### src/rtl/qr_seg_sequencer.sv
// qr_seg_sequencer: accepts one packed divider result {quotient, remainder}
// and plays it out on a single 7-segment digit as quotient, blank,
// remainder with decimal point, blank. The code 0xFF shows an 'E' glyph.
module qr_seg_sequencer #(
    parameter int unsigned DWELL_CYCLES = 1000,
    parameter int unsigned BLANK_CYCLES = 250
) (
    input  logic       clk,
    input  logic       rst_n,
    input  logic       ena,
    input  logic       res_valid,
    input  logic [7:0] res_data,
    output logic       res_ready,
    output logic [6:0] seg_out,
    output logic       dp_out,
    output logic       busy,
    output logic       err_out
);

    localparam int unsigned MAX_DUR = (DWELL_CYCLES > BLANK_CYCLES) ? DWELL_CYCLES : BLANK_CYCLES;
    localparam int unsigned CW      = (MAX_DUR > 1) ? $clog2(MAX_DUR) : 1;

    localparam logic [CW-1:0] DWELL_LD = CW'(DWELL_CYCLES - 1);
    localparam logic [CW-1:0] BLANK_LD = CW'(BLANK_CYCLES - 1);
    localparam logic [6:0]    GLYPH_E  = 7'h79;

    typedef enum logic [2:0] {
        IDLE,
        SHOW_Q,
        GAP_Q,
        SHOW_R,
        GAP_R,
        ERR
    } state_t;

    state_t        state_q, state_d;
    logic [CW-1:0] cnt_q, cnt_d;
    logic [3:0]    rem_q, rem_d;
    logic [6:0]    seg_q, seg_d;
    logic          dp_q, dp_d;
    logic          err_q, err_d;

    function automatic logic [6:0] hex7(input logic [3:0] v);
        logic [6:0] s;
        case (v)
            4'h0: s = 7'h3F;
            4'h1: s = 7'h06;
            4'h2: s = 7'h5B;
            4'h3: s = 7'h4F;
            4'h4: s = 7'h66;
            4'h5: s = 7'h6D;
            4'h6: s = 7'h7D;
            4'h7: s = 7'h07;
            4'h8: s = 7'h7F;
            4'h9: s = 7'h6F;
            4'hA: s = 7'h77;
            4'hB: s = 7'h7C;
            4'hC: s = 7'h39;
            4'hD: s = 7'h5E;
            4'hE: s = 7'h79;
            default: s = 7'h71;
        endcase
        return s;
    endfunction

    // Next state, dwell counter and the registered display values for the
    // state being entered, so outputs are valid in its first cycle.
    always_comb begin
        state_d = state_q;
        cnt_d   = cnt_q;
        rem_d   = rem_q;
        seg_d   = seg_q;
        dp_d    = dp_q;
        err_d   = err_q;
        case (state_q)
            IDLE: begin
                if (res_valid) begin
                    // Only the remainder is needed later; the quotient is
                    // decoded straight into the display register here.
                    rem_d = res_data[3:0];
                    cnt_d = DWELL_LD;
                    if (res_data == 8'hFF) begin
                        state_d = ERR;
                        seg_d   = GLYPH_E;
                        err_d   = 1'b1;
                    end else begin
                        state_d = SHOW_Q;
                        seg_d   = hex7(res_data[7:4]);
                    end
                end
            end
            default: begin
                if (cnt_q != '0) begin
                    cnt_d = cnt_q - CW'(1);
                end else begin
                    seg_d = '0;
                    dp_d  = 1'b0;
                    err_d = 1'b0;
                    case (state_q)
                        SHOW_Q: begin
                            state_d = GAP_Q;
                            cnt_d   = BLANK_LD;
                        end
                        GAP_Q: begin
                            state_d = SHOW_R;
                            cnt_d   = DWELL_LD;
                            seg_d   = hex7(rem_q);
                            dp_d    = 1'b1;
                        end
                        SHOW_R: begin
                            state_d = GAP_R;
                            cnt_d   = BLANK_LD;
                        end
                        default: begin
                            state_d = IDLE;
                            cnt_d   = '0;
                        end
                    endcase
                end
            end
        endcase
    end

    // State and output registers; ena low freezes everything.
    always_ff @(posedge clk or negedge rst_n) begin
        if (!rst_n) begin
            state_q <= IDLE;
            cnt_q   <= '0;
            rem_q   <= '0;
            seg_q   <= '0;
            dp_q    <= 1'b0;
            err_q   <= 1'b0;
        end else if (ena) begin
            state_q <= state_d;
            cnt_q   <= cnt_d;
            rem_q   <= rem_d;
            seg_q   <= seg_d;
            dp_q    <= dp_d;
            err_q   <= err_d;
        end
    end

    assign res_ready = (state_q == IDLE);
    assign busy      = ~res_ready;
    assign seg_out   = seg_q;
    assign dp_out    = dp_q;
    assign err_out   = err_q;

endmodule

### config.mk
export PLATFORM = sky130hd
export DESIGN_NAME = qr_seg_sequencer
export DESIGN_NICKNAME = d
export VERILOG_FILES = /design/src/rtl/qr_seg_sequencer.sv
export SDC_FILE = /design/constraint.sdc
export NUM_CORES = 1
export LEC_CHECK = 0
export BUFFER_PORTS_ARGS = -buffer_cell sky130_fd_sc_hd__buf_2
export CORE_MARGIN = 8
export CORE_UTILIZATION = 50
export DETAILED_ROUTE_END_ITERATION = 12
export GPL_TIMING_DRIVEN = 1
export PLACE_DENSITY = 0.75
export SETUP_SLACK_MARGIN = 0.05
export SLEW_MARGIN = 20
export SYNTH_ARGS = -nofsm -noshare
export SYNTH_HDL_FRONTEND = slang
export SYNTH_SLANG_ARGS = --single-unit
### constraint.sdc
create_clock -name clk -period 2.2 [get_ports clk]
set_clock_uncertainty 0.1 [all_clocks]
set_input_delay 0.22 -clock clk [delete_from_list [all_inputs] [get_ports clk]]
set_output_delay 0.22 -clock clk [all_outputs]
set_load 0.05 [all_outputs]
* Word level (Yosys, flattened, before mapping)
Memories as Yosys holds them, arrays and structs flattened.
Cells that the tools add are included.
** Word-level totals
- Memories :: 2
- Output and inout bits :: 11
- Bits in registers :: 26
- Memory bits (read-only) :: 224
- Logic and storage cells :: 45
** Memories
- (name not given) :: words 16, width 7, rd ports 1, clocked after memory_dff 0, write ports 0, RTL line 45 : case (v)
- (name not given) :: words 16, width 7, rd ports 1, clocked after memory_dff 0, write ports 0, RTL line 45
** Operators by class
- Eq/ne operators :: 7
- Bitwise logic cells :: 2
- Reductions and logical operators :: 8
- Add/subtract/negate cells :: 1
- Muxes and demuxes :: 19
** Operators with widths (number)
- $mux 7 :: 5
- $mux 10 :: 3
- $pmux 10 s2 :: 1
- $mux 3 :: 4
- $reduce_bool 10->1 :: 1
- $sub 10x1->10 const B :: 1
- $pmux 3 s3 :: 1
- $reduce_and 3->1 :: 3
- $eq 8x8->1 const B :: 1
- $eq 3x2->1 const B :: 2
- $mux 1 :: 5
- $ne 2x2->1 const B :: 2
- $reduce_and 4->1 :: 1
- $eq 3x1->1 const B :: 1
- $logic_not 3->1 :: 1
- $ne 2x1->1 const B :: 1
- $not 1->1 :: 2
- $reduce_and 2->1 :: 1
- $reduce_or 2->1 :: 1

* Longest topological paths before layout
Gate-level depths: netlist of run 1.
- Depth after elaboration :: 5
- Gate-level depth with buffers :: 7

* Least setup slack after synthesis of run 1
OpenSTA, ideal clock, no wires.
- Path kind :: register to register
- Start point :: register state_q[0]
- End point :: register seg_q[1] (netlist: seg_out[1])
- Arrival time :: 2.490 ns
- Slack :: -0.515 ns
- Required time :: 1.975 ns
- Stages on the path, launching flop included :: 8
- Path buffers :: 2
- Cell sequence :: dfrtp_1 > clkbuf_8 > nor3_2 > inv_2 > nand4_2 > a21o_1 > buf_6 > mux2_4
** Between the ends
- Elaborated cells on any way between the ends :: 8
- Classes of those cells :: eq/ne (3); mux (3); reduce/logical (2)
** RTL lines
- from (decl) :: RTL line 36 : state_t state_q, state_d;
- from (signal assigned) :: RTL line 134 : state_q <= state_d;
- $logic_not 3->1 *
- via res_ready :: RTL line 13 : output logic res_ready,
- $ne 2x2->1 (no source line)
- $reduce_and 3->1 (no source line)
- to (signal assigned) :: RTL line 137 : seg_q <= seg_d;
- to (decl) :: RTL line 39 : logic [6:0] seg_q, seg_d;
Mark *: on every way through the listed nets, which the timed path passes. The rest lies on a longest branch. The select of a mux whose other input is x is not followed.
A chain may end at the register's enable or synchronous reset.

* Worst setup path after layout of run 1
- Start point :: register cnt_q[0]
- End point :: register cnt_q[5]
** Between the ends
- Longest elaborated chain between the ends :: 3
- Elaborated cells on any way between the ends :: 4
- Classes of those cells :: add/sub (1); mux (2); reduce/logical (1)
** Ends and longest elaborated chain
- from (decl) :: RTL line 37 : logic [CW-1:0] cnt_q, cnt_d;
- from (signal assigned) :: RTL line 135 : cnt_q <= cnt_d;
- $sub 10x1->10 / $reduce_bool 10->1 (equally long branches) :: RTL line 94, 93
- $mux 10 * :: RTL line 93 : if (cnt_q != '0) begin
- $mux 10 * :: RTL line 75 : case (state_q)
Mark *: on every way between the ends. The rest lies on a longest branch, timed or not.

==> results_dict.tcl, run 1 <==
set metrics [dict create \
    p_per_area_nw_per_um2 1085 \
    netlist_area_sq_um 2006 \
    multi_input_area_sq_um 1259 \
    p_sw_uw 1110 \
    design_area_sq_um 2278 \
    crit_path_cell_trace "or2_2 -> or4_2 -> or4_1 -> o211ai_1" \
    rows 23 \
    crit_path_start_kind "flip-flop" \
    worst-path-buf-inv 0 \
    status "completed" \
    grt-ovfl-total 0 \
    crit_family "simple AND/OR/NAND/NOR gates" \
    holdCritStartpoint "res_data[0]" \
    fin_total_pwr_uw 2472 \
    cts_buffers 3 \
    tritoncts "done" \
    cts.clk_slew.worst_paths_ns 0.10 \
    r2r_start "cnt_q[0]" \
    detail_route.vias_per_cell 5.965 \
    syn_inst 210 \
    arrival_ns 2.14 \
    first_iter_violations 54 \
    fill_cells 364 \
    final.period_utilization 0.9292 \
    hold_path.class "input pin to flip-flop" \
    setup_viol 0 \
    reg2regPathDepth 4 \
    hold_slack_ns 0.06463 \
    seq_area_frac_synth 0.3244 \
    drc_errors 0 \
    clock-root-buffer "clkbuf_8" \
    area_growth_pct 13.60 \
    vias 1688 \
    grt_first_pass_wirelength_um 8128 \
    numClockSinks 26 \
    io_buffers 22 \
    initial_utilization 0.5087 \
    r2r_slack_ns 0.16 \
    regArea_sq_um 650.6 \
    power_frac_clock 0.162 \
    min_path_cells 3 \
    rsz0062_at_grt "no" \
    cp.required_ns 2.29 \
    hold_viol_final 0 \
    dp_slack_ns 0.1423 \
    combPwrFrac 0.483 \
    nets 260 \
    synth_top_flop_cell "dfrtp_1" \
    insertion_delay_ns 0.27 \
    wl_per_cell_um 16.61 \
    ir_drop_mv 0.4545 \
    drtAntennaViolNets 0 \
    slew_headroom 0.5990 \
    yosysUniqueCellTypes 56 \
    ys_warn_count 0 \
    period_needed_ns 2.044 \
    synth-seq-cells 26 \
    worst_pin_slew_ns 0.6015 \
    clockBufferDepth 2 \
    leakagePower_uw 0.001014 \
    max_freq_ghz 0.4892 \
    critPathMaxFanout 4 \
    cap_violations 0 \
    placed_area_sq_um 2188 \
    syn_area_per_cell_sq_um 9.551 \
    syn_nets 236 \
    dp_hpwl_um 3654 \
    firstDrtPassIters 6 \
    slew_violations 0 \
    coreArea_sq_um 3943 \
    critical-path-slowest-cell "or4_2" \
    diodes 0 \
    grt_max_degree 27 \
    power.share.switching 0.4490 \
    hold_end "rem_q[0]" \
    gp_routability_congestion 0.8919 \
    final.setup.tns_ns 0 \
    antenna_found_initial 0 \
    die_h_um 79.34 \
    fin_ws_ns 0.1558 \
    ios 23 \
    async_flop_share 1.000 \
    internal_power_uw 1362 \
    drive_gt1_frac 0.2747 \
    end_kind "flip-flop" \
    die_area_sq_um 6294 \
    path_class "flip-flop to flip-flop" \
    die_w_um 79.34 \
    slowest_delay_ns 0.57 \
    worstReg2RegEnd "cnt_q[5]" \
    routed_wl_um 4701 \
    synth-edff-count 0 \
    grt_usage 0.1592 \
    p_seq_frac 0.355 \
    postCtsSetupBuffers 0 \
    h-tree-depth 1 \
    grt_pass1_vias 1693 \
]
registers in the layout (all words and copies together) (netlist names):
signal / flops
seg_out: 7
err_out: 1
state_q: 3
dp_out: 1
cnt_q: 10
rem_q: 4
cells in the final DEF, fill, tap and decap left out, drive strengths merged, types with 4 or more instances in the layout:
cell type / instances
nand3: 9
nor3: 5
mux2: 10
o21ai: 13
nor2: 11
o211ai: 5
nand4: 4
nand2: 15
nor2b: 7
dfrtp: 26
a211oi: 4
nand2b: 6
inv: 12
ha: 14
buf: 31
a21oi: 7
worst register-to-register path: stages, from the launching register on:
cell and delay [ns]:
dfrtp_1 0.41, or2_2 0.35, or4_2 0.57, or4_1 0.43
o211ai_1 0.10
cell type report:
class,count,area share
clock buffers,3,0.01812
well taps,50,0.02746
repair buffers,32,0.08237
clock inverters,1,0.01318
multi-input cells,159,0.5524
flip-flops and latches,26,0.2856
inverters,12,0.02087
worst max path at each step:
| stage | endpoint | start | slack (ns) | cells past startpoint |
|---|---|---|---|---|
| 2_1_floorplan | seg_out[1] | state_q[0] | 0.004 | 7 |
| 3_3_place_gp | cnt_q[2] | cnt_q[4] | 0.20 | 4 |
| 3_5_place_dp | state_q[2] | cnt_q[0] | 0.14 | 6 |
| 4_1_cts | state_q[2] | cnt_q[0] | 0.12 | 6 |
| 5_1_grt | state_q[2] | cnt_q[4] | 0.08 | 4 |
| 6_report | cnt_q[5] | cnt_q[0] | 0.16 | 4 |
stage by stage:
stage          utilization  instances
2_1_floorplan            -        210
3_3_place_gp        0.5551        278
5_1_grt             0.5779        283
6_report            0.5779        283
3_5_place_dp        0.5551        278
4_1_cts             0.5757        283
kinds of logic (layout without fill, tap and decap cells):
family / after synthesis / in the layout / share of synthesized area
compound gates: 58 / 58 / 0.2090
fa+ha+maj: 14 / 14 / 0.08734
buf+inv: 25 / 48 / 0.06362
flops: 26 / 26 / 0.3244
mux: 14 / 14 / 0.09420
simple gates: 73 / 73 / 0.2215
synthesized netlist by cell type (all sizes together) (6+ instances only):
library cell,number,area share
dfrtp,26,0.32
nand2,15,0.028
ha,14,0.087
o21ai,13,0.032
inv,12,0.022
nor2,11,0.021
clkbuf,10,0.024
mux2,10,0.062
nand3,9,0.022
a21oi,7,0.017
nor2b,7,0.022
nand2b,6,0.019
repair_timing:
item,4_1_cts,5_1_grt
hold buffers,1,0
gates resized for setup,0,2
hold endpoints to repair,26,0
endpoints found under the setup margin,0,5
power by group through the flow:
| stage | Sequential, uW | Combinational [uW] | Clock [uW] |
|---|---|---|---|
| after floorplan | 1040 | 739 | 0 |
| after global placement | 880 | 1160 | 0 |
| after detailed placement | 884 | 1180 | 0 |
| after CTS | 876 | 1190 | 412 |
| after global routing | 913 | 1300 | 428 |
| final | 878 | 1190 | 400 |
routing by layer:
metal / up-vias / part of all wire / global-route usage / routed length [um]
met4: 0 / 0.025 / 0.05370 / 119
met2: 34 / 0.51 / 0.2802 / 2393
met1: 815 / 0.44 / 0.1902 / 2052
met3: 10 / 0.029 / 0.02709 / 135
met5: - / 0 / 0 / 0
li1: 829 / - / - / -
No activity file was read; power rests on OpenSTA's default activity.
==> run 2: changes to the inputs <==
==> constraint.sdc (replaced) <==
create_clock -name clk -period 2.51 [get_ports clk]
set_clock_uncertainty 0.1 [all_clocks]
set_input_delay 0.251 -clock clk [delete_from_list [all_inputs] [get_ports clk]]
set_output_delay 0.251 -clock clk [all_outputs]
set_load 0.05 [all_outputs]
==> run 2 against run 1 <==
  * Die area stayed put
  * Clock-buffer cell count unchanged
  * Design area down 2.9%
  * Combinational power is 17% lower
  * Worst hold slack improved by 0.021 ns
  * First-iteration DRC count grew 57%
  * Critical endpoint is now seg_out[5]
  * Highest routed layer unchanged
==> results_dict.tcl, run 2 (synthesized netlist as in run 1, its figures left out) <==
set metrics [dict create \
    final.period_utilization 0.8855 \
    die_area_sq_um 6294 \
    die_w_um 79.34 \
    wl_per_cell_um 16.71 \
    coreArea_sq_um 3943 \
    largest_register_ffs 10 \
    die_h_um 79.34 \
    grt-ovfl-total 0 \
    period_needed_ns 2.223 \
    instances_no_fill 278 \
    fill_cells 366 \
    numClockSinks 26 \
    grt_first_pass_wirelength_um 7886 \
    ir_drop_mv 0.3968 \
    nets 255 \
    area_growth_pct 10.36 \
    arrival_ns 2.35 \
    grt_max_degree 27 \
    slew_headroom 0.6081 \
    first_iter_violations 85 \
    h-tree-depth 1 \
    tritoncts "done" \
    p_per_area_nw_per_um2 956.6 \
    rows 23 \
    dp_cells 273 \
    antenna_found_initial 0 \
    layout_commonest_cell "dfrtp_1" \
    drtAntennaViolNets 0 \
    dp_hpwl_um 3559 \
    cp.required_ns 2.64 \
    grt_usage 0.1559 \
    cts.clk_slew.worst_paths_ns 0.10 \
    hold_slack_ns 0.08550 \
    max_freq_ghz 0.4499 \
    cts_buffers 3 \
    drc_errors 0 \
    diodes 0 \
    utilization 0.5614 \
    placed_area_sq_um 2132 \
    ios 23 \
    gp_routability_congestion 0.8688 \
    io_buffers 22 \
    detail_route.vias_per_cell 6.047 \
    grt_pass1_vias 1625 \
    end_kind "flip-flop" \
    crit_path_start_kind "flip-flop" \
    drive_gt1_frac 0.2500 \
    cap_violations 0 \
    hold_path.class "input pin to flip-flop" \
    vias 1681 \
    slowest_delay_ns 0.55 \
    final.setup.tns_ns 0 \
    slew_violations 0 \
    rsz0062_at_grt "no" \
    critical-path-slowest-cell "a211oi_2" \
    critPathMaxFanout 6 \
    clockBufferDepth 2 \
    crit_path_cell_trace "inv_1 -> ha_1 -> nor2b_1 -> nand4_2 -> a211oi_2 -> a32o_1" \
    routed_wl_um 4646 \
    worst_pin_slew_ns 0.5879 \
    status "completed" \
    clock-root-buffer "clkbuf_8" \
    largest-register "cnt_q" \
    design_area_sq_um 2213 \
    leakagePower_uw 0.0009888 \
    setup_viol 0 \
    insertion_delay_ns 0.28 \
    initial_utilization 0.5087 \
    path_class "flip-flop to flip-flop" \
    firstDrtPassIters 4 \
    mostFrequentLayoutCells "dfrtp_1 (26), buf_2 (22), nand2_1 (15), ha_1 (14), o21ai_0 (13)" \
    hold_viol_final 0 \
]
[run 2: cell types whose count changed in the layout (fill, tap and decap cells not counted)]
cell     change
o41ai_2      -1
nand4_2      +1
nor3_2       +1
inv_2        +1
nor3_4       -1
inv_4        -1
nor2b_2      -1
nand4_4      -1
o41ai_1      +1
nor2b_1      +1
buf_4        -5
[run 2: final cells by class]
| cell class | count | area, sq um | share of cell area |
|---|---|---|---|
| tap | 50 | 62.56 | 0.02826 |
| sequential | 26 | 650.6 | 0.2940 |
| multi-input combinational | 159 | 1234 | 0.5574 |
| clock buffer | 3 | 41.29 | 0.01865 |
| clock inverter | 1 | 30.03 | 0.01357 |
| inverter | 12 | 45.04 | 0.02035 |
| timing repair buffer | 27 | 150.1 | 0.06784 |
[run 2: path summary, 6_finish.rpt]
check,startpoint,end,slack [ns],cells after the start
worst max-delay path,cnt_q[0],seg_out[5],0.29,6
worst min-delay path,res_data[1],rem_q[1],0.09,3
worst max register to register,cnt_q[0],seg_out[5],0.29,6
worst min register to register,seg_out[0],seg_out[0],0.40,1
max in group asynchronous,rst_n,seg_out[0],1.51,2
min in group asynchronous,rst_n,cnt_q[8],0.40,2
[run 2: routing by layer]
metal,track usage,up-vias,share of wire
li1,-,817,-
met1,0.1949,821,0.45
met4,0.06111,0,0.017
met3,0.03047,9,0.031
met5,0,-,0
met2,0.2572,34,0.50
[run 2: repair_timing]
action	CTS	global route
hold endpoints to repair	26	0
buffers inserted	0	0
gates resized for setup	0	0
hold buffers	1	0
[run 2: where the power goes]
part | switching [uW] | internal, uW | total, uW | leakage [uW]
Sequential | 198 | 575 | 772 | 0.000311
Combinational | 610 | 375 | 985 | 0.000642
Clock | 146 | 214 | 360 | 0.0000357
[run 2: through the flow]
stage | setup slack [ns] | power (uW)
after floorplan | 0.1310 | 1548
after global routing | 0.08110 | 2259
after global placement | 0.3934 | 1741
final | 0.2874 | 2117
after detailed placement | 0.2993 | 1762
after CTS | 0.2577 | 2126
[run 2: worst max-delay path: cells and delay by family, from the launching register on]
| family | cells | cell delay (ns) |
|---|---|---|
| adders and majority gates | 1 | 0.22 |
| and+or+nand+nor | 2 | 0.54 |
| AOI/OAI and AO/OA | 2 | 0.80 |
| DFF | 1 | 0.41 |
| buffers and inverters | 1 | 0.08 |
==> run 3: changes to the inputs <==
--- a/config.mk
+++ b/config.mk
@@ -7,10 +7,10 @@
 export LEC_CHECK = 0
 export BUFFER_PORTS_ARGS = -buffer_cell sky130_fd_sc_hd__buf_2
 export CORE_MARGIN = 8
-export CORE_UTILIZATION = 50
+export CORE_UTILIZATION = 35
 export DETAILED_ROUTE_END_ITERATION = 12
 export GPL_TIMING_DRIVEN = 1
-export PLACE_DENSITY = 0.75
+export PLACE_DENSITY = 0.57
 export SETUP_SLACK_MARGIN = 0.05
 export SLEW_MARGIN = 20
 export SYNTH_ARGS = -nofsm -noshare
==> constraint.sdc (replaced) <==
create_clock -name clk -period 2.35 [get_ports clk]
set_clock_uncertainty 0.1 [all_clocks]
set_input_delay 0.235 -clock clk [delete_from_list [all_inputs] [get_ports clk]]
set_output_delay 0.235 -clock clk [all_outputs]
set_load 0.05 [all_outputs]
==> run 3 against run 2 <==
  * Worst setup slack worse by 0.044 ns
  * Global-route usage down 4.1 points
  * Worst hold slack improved by 0.0019 ns
  * Combinational power up 8%
  * Critical path depth stayed put
  * Sequential cell count is the same
  * Via count shrank 0.54%
  * Largest cell class unchanged
==> results_dict.tcl, run 3 (synthesized netlist as in run 1, its figures left out) <==
set metrics [dict create \
    power_frac_clock 0.167 \
    worst_pin_slew_ns 0.6071 \
    drive_gt1_frac 0.2672 \
    die_area_sq_um 8409 \
    path_class "flip-flop to flip-flop" \
    layout_commonest_cell "dfrtp_1" \
    rsz0062_at_grt "no" \
    routed_wl_um 4734 \
    firstDrtPassIters 4 \
    initial_utilization 0.3642 \
    drc_errors 0 \
    worst-path-buf-inv 1 \
    die_h_um 91.70 \
    nets 259 \
    combPwrFrac 0.466 \
    end_kind "flip-flop" \
    p_seq_frac 0.367 \
    critPathMaxFanout 11 \
    diodes 0 \
    grt_usage 0.1147 \
    final.period_utilization 0.8963 \
    arrival_ns 2.17 \
    crit_path_start_kind "flip-flop" \
    vias 1672 \
    slew_violations 0 \
    p_per_area_nw_per_um2 998.4 \
    reg2regPathDepth 6 \
    slew_headroom 0.5953 \
    crit_family "simple AND/OR/NAND/NOR gates" \
    largest-register "cnt_q" \
    fin_ws_ns 0.2437 \
    grt_first_pass_wirelength_um 8079 \
    instances_no_fill 304 \
    period_needed_ns 2.106 \
    postCtsSetupBuffers 0 \
    dp_slack_ns 0.2726 \
    min_path_cells 3 \
    area_growth_pct 13.72 \
    dp_hpwl_um 3747 \
    gp_routability_congestion 0.8266 \
    crit_start "cnt_q[0]" \
    tritoncts "done" \
    cts.clk_slew.worst_paths_ns 0.10 \
    detail_route.vias_per_cell 5.500 \
    insertion_delay_ns 0.28 \
    cp.depth 6 \
    max_freq_ghz 0.4748 \
    worstReg2RegEnd "state_q[2]" \
    first_iter_violations 66 \
    dp_cells 299 \
    wl_per_cell_um 15.57 \
    h-tree-depth 1 \
    ir_drop_mv 0.3127 \
    clock-root-buffer "clkbuf_8" \
    setup_viol 0 \
    critical-path-slowest-cell "dfrtp_1" \
    internal_power_uw 1263 \
    cts_buffers 3 \
    power.share.switching 0.4455 \
    crit_path_cell_trace "inv_1 -> ha_1 -> nor2b_1 -> nand4_2 -> a21o_1 -> mux2_4" \
    hold_path.class "input pin to flip-flop" \
    clockBufferDepth 2 \
    critPathCapture "state_q[2]" \
    r2r_start "cnt_q[0]" \
    antenna_found_initial 0 \
    rows 27 \
    largest_register_ffs 10 \
    fill_cells 542 \
    grt_max_degree 27 \
    coreArea_sq_um 5507 \
    cp.required_ns 2.41 \
    grt_pass1_vias 1614 \
    r2r_slack_ns 0.24 \
    io_buffers 22 \
    slowest_delay_ns 0.42 \
    cap_violations 0 \
    hold_slack_ns 0.08743 \
    die_w_um 91.70 \
    mostFrequentLayoutCells "dfrtp_1 (26), buf_2 (22), nand2_1 (15), ha_1 (14), o21ai_0 (13)" \
    leakagePower_uw 0.001014 \
    status "completed" \
    ios 23 \
    cts_resized 0 \
    p_sw_uw 1015 \
    final.setup.tns_ns 0 \
    hold_viol_final 0 \
    grt-ovfl-total 0 \
    numClockSinks 26 \
    drtAntennaViolNets 0 \
    ctsHoldBuffers 1 \
]
-- run 3: changes by cell type in the layout (fill, tap and decap cells not counted), sizes merged --
cell / delta
buf: +4
-- run 3: final cells by class --
cell class | count | area [sq um] | area share
multi-input cells | 159 | 1241 | 0.5442
flip-flops and latches | 26 | 650.6 | 0.2852
repair buffers | 31 | 180.2 | 0.07899
well taps | 72 | 90.09 | 0.03950
inverters | 12 | 47.55 | 0.02084
clock buffers | 3 | 41.29 | 0.01810
clock inverters | 1 | 30.03 | 0.01317
-- run 3: per-stage QoR --
| stage | util | total power (uW) | cell area, sq um |
|---|---|---|---|
| 2_1_floorplan | - | 1654 | 2014 |
| 3_3_place_gp | 0.3995 | 1906 | 2200 |
| 3_5_place_dp | 0.3995 | 1910 | 2200 |
| 4_1_cts | 0.4142 | 2297 | 2281 |
| 5_1_grt | 0.4142 | 2428 | 2281 |
| 6_report | 0.4142 | 2277 | 2281 |
-- run 3: how the worst min path moves through the flow --
| stage | start | to |
|---|---|---|
| 2_1_floorplan | rst_n | cnt_q[0] |
| 3_3_place_gp | rst_n | cnt_q[1] |
| 3_5_place_dp | rst_n | cnt_q[8] |
| 4_1_cts | res_data[1] | rem_q[1] |
| 5_1_grt | res_data[1] | rem_q[1] |
| 6_report | res_data[0] | rem_q[0] |
-- run 3: routing by layer --
metal  part of all wire  track usage
met4             0.0093      0.02148
met2               0.50       0.1957
met3              0.036      0.02445
met1               0.45       0.1461
met5                  0            0
-- run 3: power by group through the flow --
stage,Sequential [uW],Combinational (uW),Clock [uW]
final,835,1060,380
after global placement,837,1070,0
after global routing,862,1160,410
after CTS,834,1070,391
after detailed placement,839,1070,0
after floorplan,971,684,0
-- run 3: tightest hold or removal path, cell delays in order --
cell and delay (ns):
buf_2 0.08, nand2_1 0.04, o21ai_0 0.06
